File: config.mk
export PLATFORM = sky130hd
export DESIGN_NAME = hs_fifo_pkt_writer
export DESIGN_NICKNAME = d
export VERILOG_FILES = /design/src/rtl/hs_fifo_pkt_writer_pkg.sv /design/src/rtl/hs_fifo_pkt_writer_oreg.sv /design/src/rtl/hs_fifo_pkt_writer.sv
export SDC_FILE = /design/constraint.sdc
export NUM_CORES = 1
export LEC_CHECK = 0
export ABC_AREA = 1
export CORE_UTILIZATION = 53
export CTS_CLUSTER_DIAMETER = 120
export CTS_CLUSTER_SIZE = 16
export DETAILED_ROUTE_END_ITERATION = 8
export PLACE_DENSITY = 0.8
export REMOVE_ABC_BUFFERS = 1
export SLEW_MARGIN = 25
export SYNTH_ARGS = -nofsm -noshare
export SYNTH_HDL_FRONTEND = slang
export SYNTH_SLANG_ARGS = --single-unit
File: constraint.sdc
create_clock -name clk -period 2.1 [get_ports clk]
set_input_delay 0.42 -clock clk [delete_from_list [all_inputs] [get_ports clk]]
set_output_delay 0.42 -clock clk [all_outputs]
set_load 0.005 [all_outputs]
File: src/rtl/hs_fifo_pkt_writer_pkg.sv
// Shared typedefs and constants for the packet-mode FIFO writer.
// Holds the writer FSM encoding, the default counter width and the violation rule.
package hs_fifo_pkt_writer_pkg;

   localparam int unsigned DEF_CNT_WIDTH = 32;

   typedef enum logic [1:0] {
      S_IDLE    = 2'd0,
      S_PASS    = 2'd1,
      S_DISCARD = 2'd2
   } pkt_state_t;

   // A beat poisons its packet if flagged bad, or if it is the last legal slot but not the end.
   function automatic logic is_violation(input logic err, input logic at_max, input logic last);
      return err | (at_max & ~last);
   endfunction

endpackage

File: src/rtl/hs_fifo_pkt_writer_oreg.sv
// Single-entry output register driving the FIFO write port.
// Payload is not reset; only the control fields are cleared.
module hs_fifo_pkt_writer_oreg #(
   parameter type DATA_TYPE = logic
) (
   input  logic     clk,
   input  logic     aresetn,
   input  logic     load,
   input  DATA_TYPE load_data,
   input  logic     load_last,
   input  logic     load_drop,
   input  logic     wready,
   output logic     wvalid,
   output DATA_TYPE wdata,
   output logic     wlast,
   output logic     wdrop
);

   // Control fields: load a new beat, retire on handshake, otherwise hold.
   always_ff @(posedge clk or negedge aresetn) begin
      if (!aresetn) begin
         wvalid <= 1'b0;
         wlast  <= 1'b0;
         wdrop  <= 1'b0;
      end else if (load) begin
         wvalid <= 1'b1;
         wlast  <= load_last;
         wdrop  <= load_drop;
      end else if (wready) begin
         wvalid <= 1'b0;
      end else begin
         wvalid <= wvalid;
      end
   end

   // Payload register, deliberately without reset.
   always_ff @(posedge clk) begin
      if (load) begin
         wdata <= load_data;
      end else begin
         wdata <= wdata;
      end
   end

endmodule

File: src/rtl/hs_fifo_pkt_writer.sv
// Packet writer in front of a packet-mode FIFO: enforces MAX_PKT_LEN, turns bad or
// over-long packets into a drop beat, swallows their remainder and counts outcomes.
module hs_fifo_pkt_writer
   import hs_fifo_pkt_writer_pkg::*;
#(
   parameter type         DATA_TYPE   = logic,
   parameter int unsigned MAX_PKT_LEN = 16,
   parameter int unsigned CNT_WIDTH   = DEF_CNT_WIDTH
) (
   input  logic                 clk,
   input  logic                 aresetn,
   input  logic                 in_valid,
   output logic                 in_ready,
   input  DATA_TYPE             in_data,
   input  logic                 in_last,
   input  logic                 in_error,
   output logic                 wvalid,
   input  logic                 wready,
   output DATA_TYPE             wdata,
   output logic                 wlast,
   output logic                 wdrop,
   output logic [CNT_WIDTH-1:0] pkt_ok_cnt,
   output logic [CNT_WIDTH-1:0] pkt_drop_cnt
);

   localparam int unsigned          IDX_W   = $clog2(MAX_PKT_LEN + 1);
   localparam logic [IDX_W-1:0]     IDX_ONE = IDX_W'(1);
   localparam logic [IDX_W-1:0]     IDX_MAX = IDX_W'(MAX_PKT_LEN);
   localparam logic [CNT_WIDTH-1:0] CNT_ONE = CNT_WIDTH'(1);
   localparam logic [CNT_WIDTH-1:0] CNT_MAX = '1;

   pkt_state_t       state_r;
   logic [IDX_W-1:0] beat_idx_r;
   logic [IDX_W-1:0] cur_idx_s;
   logic             accept_s;
   logic             violation_s;
   logic             load_s;
   logic             commit_s;

   assign in_ready    = !wvalid || wready;
   assign accept_s    = in_valid && in_ready;
   assign cur_idx_s   = beat_idx_r + IDX_ONE;
   assign violation_s = is_violation(in_error, cur_idx_s == IDX_MAX, in_last);
   assign load_s      = accept_s && (state_r != S_DISCARD);
   assign commit_s    = wvalid && wready && wlast;

   hs_fifo_pkt_writer_oreg #(
      .DATA_TYPE (DATA_TYPE)
   ) u_oreg (
      .clk       (clk),
      .aresetn   (aresetn),
      .load      (load_s),
      .load_data (in_data),
      .load_last (in_last | violation_s),
      .load_drop (violation_s),
      .wready    (wready),
      .wvalid    (wvalid),
      .wdata     (wdata),
      .wlast     (wlast),
      .wdrop     (wdrop)
   );

   // Packet FSM and beat index; a violation always ends the beat stream to the FIFO.
   always_ff @(posedge clk or negedge aresetn) begin
      if (!aresetn) begin
         state_r    <= S_IDLE;
         beat_idx_r <= '0;
      end else begin
         case (state_r)
            S_IDLE, S_PASS: begin
               if (accept_s) begin
                  if (violation_s) begin
                     state_r    <= in_last ? S_IDLE : S_DISCARD;
                     beat_idx_r <= '0;
                  end else if (in_last) begin
                     state_r    <= S_IDLE;
                     beat_idx_r <= '0;
                  end else begin
                     state_r    <= S_PASS;
                     beat_idx_r <= cur_idx_s;
                  end
               end else begin
                  state_r <= state_r;
               end
            end
            S_DISCARD: begin
               if (accept_s && in_last) begin
                  state_r <= S_IDLE;
               end else begin
                  state_r <= S_DISCARD;
               end
               beat_idx_r <= '0;
            end
            default: begin
               state_r    <= S_IDLE;
               beat_idx_r <= '0;
            end
         endcase
      end
   end

   // Outcome counters, bumped when the FIFO takes a terminating beat; saturating.
   always_ff @(posedge clk or negedge aresetn) begin
      if (!aresetn) begin
         pkt_ok_cnt   <= '0;
         pkt_drop_cnt <= '0;
      end else if (commit_s) begin
         if (wdrop) begin
            if (pkt_drop_cnt != CNT_MAX) pkt_drop_cnt <= pkt_drop_cnt + CNT_ONE;
            else                         pkt_drop_cnt <= pkt_drop_cnt;
         end else begin
            if (pkt_ok_cnt != CNT_MAX) pkt_ok_cnt <= pkt_ok_cnt + CNT_ONE;
            else                       pkt_ok_cnt <= pkt_ok_cnt;
         end
      end else begin
         pkt_ok_cnt   <= pkt_ok_cnt;
         pkt_drop_cnt <= pkt_drop_cnt;
      end
   end

endmodule

# ---- Word level (Yosys, flattened, before mapping)
# Index checks and enable logic that the tools add are counted.
dict set report totals {
  register_bits 75
  in_bits 7
  output_inout_bits 69
  word_cells 47
}
dict set report op_classes {
  n_addsub 3
  n_eq_ne 7
  muxes 12
  n_bitwise 5
  n_reduce_logical 12
}
# operator count
set ops {}
lappend ops {{$add 32x1->32 const B} 2}
lappend ops {{$ne 32x32->1 const B} 2}
lappend ops {{$mux 5} 4}
lappend ops {{$mux 2} 4}
lappend ops {{$reduce_and 3->1} 2}
lappend ops {{$add 5x1->5 const B} 1}
lappend ops {{$eq 5x5->1 const B} 1}
lappend ops {{$logic_and 1x1->1} 5}
lappend ops {{$ne 2x2->1 const B} 2}
lappend ops {{$pmux 2 s2} 1}
lappend ops {{$mux 1} 3}
lappend ops {{$eq 2x1->1 const B} 1}
lappend ops {{$eq 2x2->1 const B} 1}
lappend ops {{$logic_not 2->1} 1}
lappend ops {{$not 1->1} 2}
lappend ops {{$or 1x1->1} 2}
lappend ops {{$reduce_bool 2->1} 1}
lappend ops {{$reduce_or 2->1} 1}
lappend ops {{$and 1x1->1} 1}
lappend ops {{$logic_not 1->1} 1}
lappend ops {{$logic_or 1x1->1} 1}

# ---- Depth between registers and ports, before layout
# Gate-level depths: netlist of run 1.
dict set report depth {
  depth_word 7
  mapped_depth 12
}

# ---- Modules after synthesis
# From an unflattened synthesis of run 1, not the netlist that was laid out.
dict set report hier_totals {
  hier_cells 733
  area_unflattened_um2 4817.1
}
# module n_inst cells_each area_each_um2
set modules_own_cells {}
lappend modules_own_cells {hs_fifo_pkt_writer 1 719 4674.5}
lappend modules_own_cells {hs_fifo_pkt_writer_oreg 1 14 142.6}

# ---- Least setup slack after synthesis of run 1
# OpenSTA, ideal clock, no wires.
dict set report synth_timing {
  path_kind {register to register}
  startpoint {register pkt_drop_cnt[0]}
  endpoint {register pkt_drop_cnt[10]}
  setup_time_ns 0.116
  arrival_time_ns 1.704
  slack_ns 0.279
  path_stages_with_launch 13
  n_path_buf 2
  period_less_slack_ns 1.821
  path_cell_list {dfrtp_1 > ha_1 > inv_2 > nor2_4 > nand2_2 > nor2_4 > nand3_2 > nand2_4 > inv_2 > buf_6 > buf_6 > nand2_2 > nand2_1}
}
dict set report synth_via {
  elab_chain_cells 2
  elab_cells_between_ends 3
}
# item line
set synth_lines {}
lappend synth_lines {{start: declaration} hs_fifo_pkt_writer.sv:23} ;# output logic [CNT_WIDTH-1:0] pkt_drop_cnt
lappend synth_lines {{start signal: assignment} hs_fifo_pkt_writer.sv:109} ;# if (pkt_drop_cnt != CNT_MAX) pkt_drop_cnt <= pkt_drop_cnt + CNT_ONE;
lappend synth_lines {{start signal: assignment} hs_fifo_pkt_writer.sv:110} ;# else pkt_drop_cnt <= pkt_drop_cnt;
lappend synth_lines {{start signal: assignment} hs_fifo_pkt_writer.sv:117} ;# pkt_drop_cnt <= pkt_drop_cnt;
lappend synth_lines {{parallel branches: the longest is 2 deep, another holds $add 32x1->32} --}
# Several ways; the timed one is not identified.
# A chain may end at the register's enable or synchronous reset.

# ---- Worst setup path after layout of run 1
dict set report layout_timing {
  startpoint {input wready}
  endpoint {output in_ready}
}
dict set report layout_via {
  elab_chain_cells 1
}
# item line
set layout_lines {}
lappend layout_lines {{start: declaration} hs_fifo_pkt_writer.sv:18} ;# input logic wready,
lappend layout_lines {{$logic_or 1x1->1} hs_fifo_pkt_writer.sv:40} ;# assign in_ready = !wvalid || wready;
lappend layout_lines {{end: declaration} hs_fifo_pkt_writer.sv:13} ;# output logic in_ready,
# No other way between the ends.

==> out/metrics.cfg, run 1 <==
[status]
outcome = finished clean

[global_route]
first_global_vias = 4632
grt_overflow = 0
grt_pass1_wl_mm = 20.6
grt_start_max_net_pins = 75
grt_usage = 0.268
antenna_found_initial = 0

[cts]
clk_path_buf_depth = 2
cts_root_buf = clkbuf_8
insertion_delay_ns = 0.35
tritoncts = yes
cts.sinks = 75
cts-hold-fix-buffers = 0
cts-buffers-inserted = 9
cts_htree_levels = 3
clk_pin_slew_ns = 0.07

[detailed_routing]
viasPerCell = 5.18
routed.top_layer = met4
antenna_left = 0
dr.first_iter.drc_count = 251
dr_wl_met3_um = 734
first_pass_iters = 4
wl_met2_mm = 5.88
wl_per_cell_um = 13.1
totalWireLength_mm = 12.1
drc = 0
wl_met1_mm = 5.19
vias = 4791

[pwr]
comb_power_share = 0.173
p_sw_frac = 0.283
powerDensity_nw_per_um2 = 564
cell_internal_pwr_uw = 2380
max-vdd-ir-drop_mv = 0.286
power_frac_seq = 0.495
netSwitchingPower_uw = 941
pwr-share-clk = 0.332
p_leak_uw = 0.00278

[finish]
fin_nets = 825
utilization = 0.674
fillCellCount = 746
syn_to_final_growth_pct = 22.6
drive_gt1_frac = 0.0612
antenna_cells = 0

[worst_setup_path]
crit_family = buffers and inverters
reg2reg_from = pkt_ok_cnt[0]
timing.critical_path.buf_inv = 3
startpoint = wready
arrival_ns = 1.53
crit_fanout = 3
reg2reg_slack_ns = 0.17
worst_path_most_repeated_cell = clkdlybuf4s50_1
crit_type = input pin to output port
crit_required_ns = 1.68
cp-end-kind = output port
critPathCapture = in_ready
rr_endpoint = pkt_ok_cnt[2]
critPathSlowestCell = clkdlybuf4s50_1
start_kind = input pin
crit_cells = 4
critical-path-max-stage-delay_ns = 0.51
crit_path_cell_trace = clkdlybuf4s50_1, inv_1, nand2_1, clkdlybuf4s50_1
r2r_cells = 9

[yosys]
avgSynthCellArea_um2 = 6.59
yosysSeqAreaShare = 0.392
synth_warnings = 0
synth-compound-area-share = 0.00730
synth_xor_area_frac = 0.0584
synthMuxAreaShare = 0
postSynthCellCount = 728
synth_adder_area_share = 0.0104
ys_types = 22
ys_ff_latch = 75
netlist_area_um2 = 4800
synth-simple-area-share = 0.487
synth_top_family_by_area = simple AND/OR/NAND/NOR gates

[timing]
fin_ws_ns = 0.147
fin_tns_setup_ns = 0
final_max_slew_viol_count = 0
holdWs_ns = 0.0827
hold_violations = 0
fin_crit_sh = 0.930
max_slew.worst_pin.slew_ns = 0.462
setup_violations = 0
timing.slew.headroom = 0.692
max_freq_ghz = 0.512
fin_crit_ns = 1.95
finalClockSkew_ns = 0.00835

[placement]
place_ws_ns = 0.150
dp_hpwl_mm = 8.88
gp_congestion = 0.997
port_buffers = 75

[floorplan]
start_util = 0.550
ios = 76
num_rows = 34
coreArea_um2 = 8720
dieArea_um2 = 9430
die_h_um = 97.1
chipWidth_um = 97.1

[run]
drv_cap = 0

[worst_hold_path]
hold_class = input pin to async pin

-- synthesized netlist by cell type --
| library cell | n | area, um2 |
|---|---|---|
| a21oi_1 | 1 | 5.00 |
| buf_2 | 6 | 30.0 |
| buf_6 | 4 | 45.0 |
| clkbuf_1 | 1 | 3.75 |
| dfrtp_1 | 74 | 1850 |
| edfxtp_1 | 1 | 30.0 |
| ha_1 | 4 | 50.1 |
| inv_1 | 33 | 124 |
| inv_2 | 3 | 11.3 |
| nand2_1 | 385 | 1450 |
| nand2_2 | 15 | 93.8 |
| nand2_4 | 1 | 11.3 |
| nand3_1 | 18 | 90.1 |
| nand3_2 | 1 | 10.0 |
| nand3b_1 | 27 | 203 |
| nand4_1 | 6 | 37.5 |
| nor2_1 | 105 | 394 |
| nor2_4 | 4 | 45.0 |
| nor3_1 | 1 | 5.00 |
| o21ai_0 | 6 | 30.0 |
| xnor2_1 | 14 | 123 |
| xor2_1 | 18 | 158 |
-- registers in the layout (all words and copies together), names as in the netlist --
name           cells
beat_idx_r         5
pkt_drop_cnt      32
pkt_ok_cnt        32
state_r            2
u_oreg.wdata       1
u_oreg.wdrop       1
u_oreg.wlast       1
u_oreg.wvalid      1
-- power groups by stage --
stage          Combinational (uW)  Clock (uW)  Sequential [uW]
2_1_floorplan                 244           0             1670
3_3_place_gp                  553           0             1660
3_5_place_dp                  569           0             1670
4_1_cts                       572        1120             1640
5_1_grt                       634        1180             1660
6_report                      575        1100             1640
-- per-layer routing --
layer  vias up  track usage
met5         -            0
met2       143        0.451
met1      2214        0.339
li1       2407            -
met3        27       0.0554
met4         0        0.103
-- cells in the final DEF, fill, tap and decap left out, drive strengths merged --
cell,n
nand2,401
nor2,109
dfrtp,74
clkdlybuf4s50,74
inv,36
nand3b,27
nand3,19
xor2,18
xnor2,14
buf,12
clkbuf,11
nand4,6
o21ai,6
ha,4
clkinv,2
nor3,1
a21oi,1
bufinv,1
edfxtp,1
-- kinds of logic after synthesis --
kind of cell / after synthesis
adder cells (fa/ha/maj): 4
AO/OA/AOI/OAI: 7
flip-flops: 75
AND/OR/NAND/NOR: 563
buffers and inverters: 47
XOR/XNOR: 32
-- timing repair --
| item | in CTS | in global routing |
|---|---|---|
| setup buffers | 0 | 0 |
| endpoints found under the setup margin | 0 | 29 |
| resized for setup | 0 | 1 |
-- worst min-delay path by stage --
stage / slack [ns] / to / from / depth (start not counted)
3_3_place_gp: 0.47 / pkt_ok_cnt[3] / aresetn / 2
4_1_cts: 0.1 / pkt_ok_cnt[2] / aresetn / 2
2_1_floorplan: 0.12 / beat_idx_r[0] / aresetn / 0
5_1_grt: 0.11 / pkt_ok_cnt[23] / aresetn / 2
3_5_place_dp: 0.47 / pkt_ok_cnt[2] / aresetn / 2
6_report: 0.08 / pkt_ok_cnt[2] / aresetn / 2
-- through the flow --
step | area [um2] | cells | total power [uW]
after CTS | 5880 | 925 | 3330
after global placement | 5700 | 911 | 2210
after floorplan | 4720 | 717 | 1910
after detailed placement | 5700 | 911 | 2240
final | 5880 | 925 | 3320
after global routing | 5880 | 925 | 3470
-- area by class of cell --
class,instances,area [um2],share of cell area
multi-input cells,606,2700,0.460
inverters,36,135,0.0230
repair buffers,86,843,0.143
clock buffers,11,141,0.0240
well taps,108,135,0.0230
flip-flops and latches,75,1880,0.320
clock inverters,3,40.0,0.00681
(Power assumes the default switching activity.)
==> run 2: changes to the inputs <==
Settings changed: ABC_AREA 1 to unset, CORE_UTILIZATION 53 to 51, PLACE_DENSITY 0.8 to 0.81.
==> run 2 against run 1 <==
  * Power increased by 9.2%
  * Critical path depth increased by 1
  * Core utilization increased by 9.6 points
  * Non-clock buffer count increased by 57
  * Synthesized area decreased by 23%
  * Via count decreased by 31%
  * Fmax decreased by 3.6%
  * Largest power group unchanged
==> out/metrics.cfg, run 2 <==
[placement]
place_ws_ns = -0.243  ; -0.394 ns
placed_cell_area_um2 = 5050  ; -11%
dpl.cell_count = 593  ; -35%
port_buffers = 75  ; unchanged
gp_congestion = 0.843  ; -15%
dp_hpwl_mm = 6.85  ; -23%

[yosys]
postSynthCellCount = 360  ; -51%
avgSynthCellArea_um2 = 10.3  ; +56%
async_flop_share = 0.987  ; unchanged
yosysMostFrequentCell = dfrtp_1
synthTopCellsByArea = dfrtp_1 50%, xnor2_1 7.6%, xor2_1 5.9%
synthFlopType = dfrtp_1
yosys-top-cells-count = 74 x dfrtp_1, 33 x nand2_1, 32 x nor2_1, 32 x xnor2_1, 30 x nand3_1
netlist_area_um2 = 3700  ; -23%
ys_ff_latch = 75  ; unchanged
synth_warnings = 0  ; unchanged
yosysTopAreaCellShare = 0.500  ; +0.114
yosysTopAreaCell = dfrtp_1
ys_types = 47  ; +110%
synth_edf_count = 1  ; unchanged
yosysSeqAreaShare = 0.508  ; +0.116

[detailed_routing]
antenna_left = 0  ; unchanged
first_pass_iters = 4  ; unchanged
viasPerCell = 5.42  ; +4.7%
drc = 0  ; unchanged
totalWireLength_mm = 9.14  ; -24%
wl_per_cell_um = 15.0  ; +15%
dr.first_iter.drc_count = 126  ; -50%
vias = 3307  ; -31%

[run]
drv_cap = 0  ; unchanged

[cts]
cts-hold-fix-buffers = 0  ; unchanged
tritoncts = yes
clk_path_buf_depth = 2  ; unchanged
cts_htree_levels = 3  ; unchanged
cts_root_buf = clkbuf_8
cts-buffers-inserted = 9  ; unchanged
insertion_delay_ns = 0.35  ; about the same
clk_pin_slew_ns = 0.08  ; about the same
cts.sinks = 75  ; unchanged

[worst_setup_path]
cp-end-kind = flop
arrival_ns = 2.24  ; +0.71 ns
crit_fanout = 8  ; +5
crit_type = flop to flop
start_kind = flop
crit_required_ns = 2.31  ; +0.63 ns

[floorplan]
die_h_um = 87.2  ; -10%
chipWidth_um = 87.2  ; -10%
coreArea_um2 = 6910  ; -21%
dieArea_um2 = 7610  ; -19%
start_util = 0.536  ; -0.0135
num_rows = 30  ; -12%
ios = 76  ; unchanged

[finish]
layout_commonest_cell = dfrtp_1
multi_input_area_um2 = 1800  ; -33%
stdcell_count = 610  ; -34%
antenna_cells = 0  ; unchanged
seqCellArea_um2 = 1880  ; unchanged
syn_to_final_growth_pct = 43.6
fin_nets = 520  ; -37%
stdcell_area_um2 = 5320  ; -9.5%
final_cell_mix = 74 x dfrtp_1, 73 x clkdlybuf4s50_1, 68 x buf_4
drive_gt1_frac = 0.195  ; +0.133
largestRegisters = pkt_drop_cnt: 32 flops, pkt_ok_cnt: 32 flops, beat_idx_r: 5 flops
fillCellCount = 490  ; -34%

[timing]
holdWs_ns = 0.00692  ; -0.0758 ns
max_slew.worst_pin.slew_ns = 0.631  ; +0.170 ns
max_freq_ghz = 0.494  ; -3.6%
rsz0062_at_grt = true
fin_ws_ns = 0.0748  ; -0.0724 ns
fin_tns_setup_ns = 0  ; unchanged
fin_crit_sh = 0.964  ; +0.0345
finalClockSkew_ns = 0.00968  ; +0.00133 ns
setup_violations = 0  ; unchanged
fin_crit_ns = 2.03  ; +0.0724 ns
final_max_slew_viol_count = 0  ; unchanged
timing.slew.headroom = 0.577  ; -0.115
hold_violations = 0  ; unchanged

[pwr]
p_leak_uw = 0.00238  ; -14%
max-vdd-ir-drop_mv = 0.550  ; +92%
powerDensity_nw_per_um2 = 681  ; +21%

[status]
outcome = finished clean

[global_route]
met1_usage = 0.339  ; -0.000524
first_global_vias = 3377  ; -27%
antenna_found_initial = 0  ; unchanged
met2_usage = 0.442  ; -0.00959
grt_pass1_wl_mm = 15.6  ; -25%
busiest_layer = met2
grt_overflow = 0  ; unchanged
grt_use_met3 = 0.0521  ; -0.00326
grt_start_max_net_pins = 24  ; -68%
grt_usage = 0.264  ; -0.00390

[worst_hold_path]
hold_class = input pin to async pin

-- run 2: cell count changes after synthesis, sizes merged, moves of 9 or more --
cell,before,now
xnor2,14,32
nor2,109,32
inv,36,9
nand3b,27,0
and3,0,9
nand4,6,17
nand3,19,30
nand2,401,33
nor3,1,15
-- run 2: cell type report --
class / instances / area share
sequential: 75 / 0.354
multi-input combinational: 271 / 0.339
timing repair buffer: 143 / 0.236
clock buffer: 11 / 0.0285
tap: 96 / 0.0226
clock inverter: 5 / 0.0141
inverter: 9 / 0.00635
-- run 2: what timing repair did --
item,CTS,global route
hold endpoints to repair,0,0
setup buffers,0,1
pin swaps,0,1
endpoints found under the setup margin,4,9
resized for setup,3,4
-- run 2: final timing paths --
check | to | slack [ns] | cells past startpoint | from
max | pkt_drop_cnt[25] | 0.07 | 5 | pkt_drop_cnt[27]
min | pkt_ok_cnt[25] | 0.007 | 1 | aresetn
max reg2reg | pkt_drop_cnt[25] | 0.07 | 5 | pkt_drop_cnt[27]
min reg2reg | state_r[0] | 0.49 | 1 | state_r[0]
max in group asynchronous | pkt_drop_cnt[16] | 1.44 | 2 | aresetn
min in group clk | state_r[0] | 0.49 | 1 | state_r[0]
-- run 2: power breakdown --
| part | internal [uW] | switching [uW] | leakage, uW |
|---|---|---|---|
| Clock | 728 | 531 | 0.000119 |
| Combinational | 414 | 294 | 0.00127 |
| Sequential | 1550 | 104 | 0.000994 |
| Total | 2700 | 928 | 0.00238 |
-- run 2: logic make-up (layout without fill, tap and decap cells) --
| group | count (synthesis) | count (layout) | synth area share |
|---|---|---|---|
| AO/OA/AOI/OAI | 35 | 35 | 0.0719 |
| XOR/XNOR | 57 | 57 | 0.135 |
| adder cells (fa/ha/maj) | 4 | 4 | 0.0135 |
| buffers and inverters | 14 | 168 | 0.0152 |
| flip-flops | 75 | 75 | 0.508 |
| multiplexers | 4 | 4 | 0.0132 |
| AND/OR/NAND/NOR | 171 | 171 | 0.244 |
-- run 2: critical path: stages, from the launching register on --
cell and delay [ns]:
dfrtp_1 0.38, and2_1 0.19, nand4_1 0.31, o31ai_2 0.65, nor3_1 0.17, xor2_1 0.18
-- run 2: per-stage QoR --
step	power [uW]	util
after floorplan	1930	-
after global placement	2360	0.731
after detailed placement	2380	0.731
after CTS	3650	0.765
after global routing	3790	0.770
final	3620	0.770
-- run 2: metal layers --
layer | vias up | share of wire
li1 | 1584 | -
met1 | 1600 | 0.43
met2 | 104 | 0.49
met3 | 19 | 0.052
met4 | 0 | 0.021
met5 | - | 0
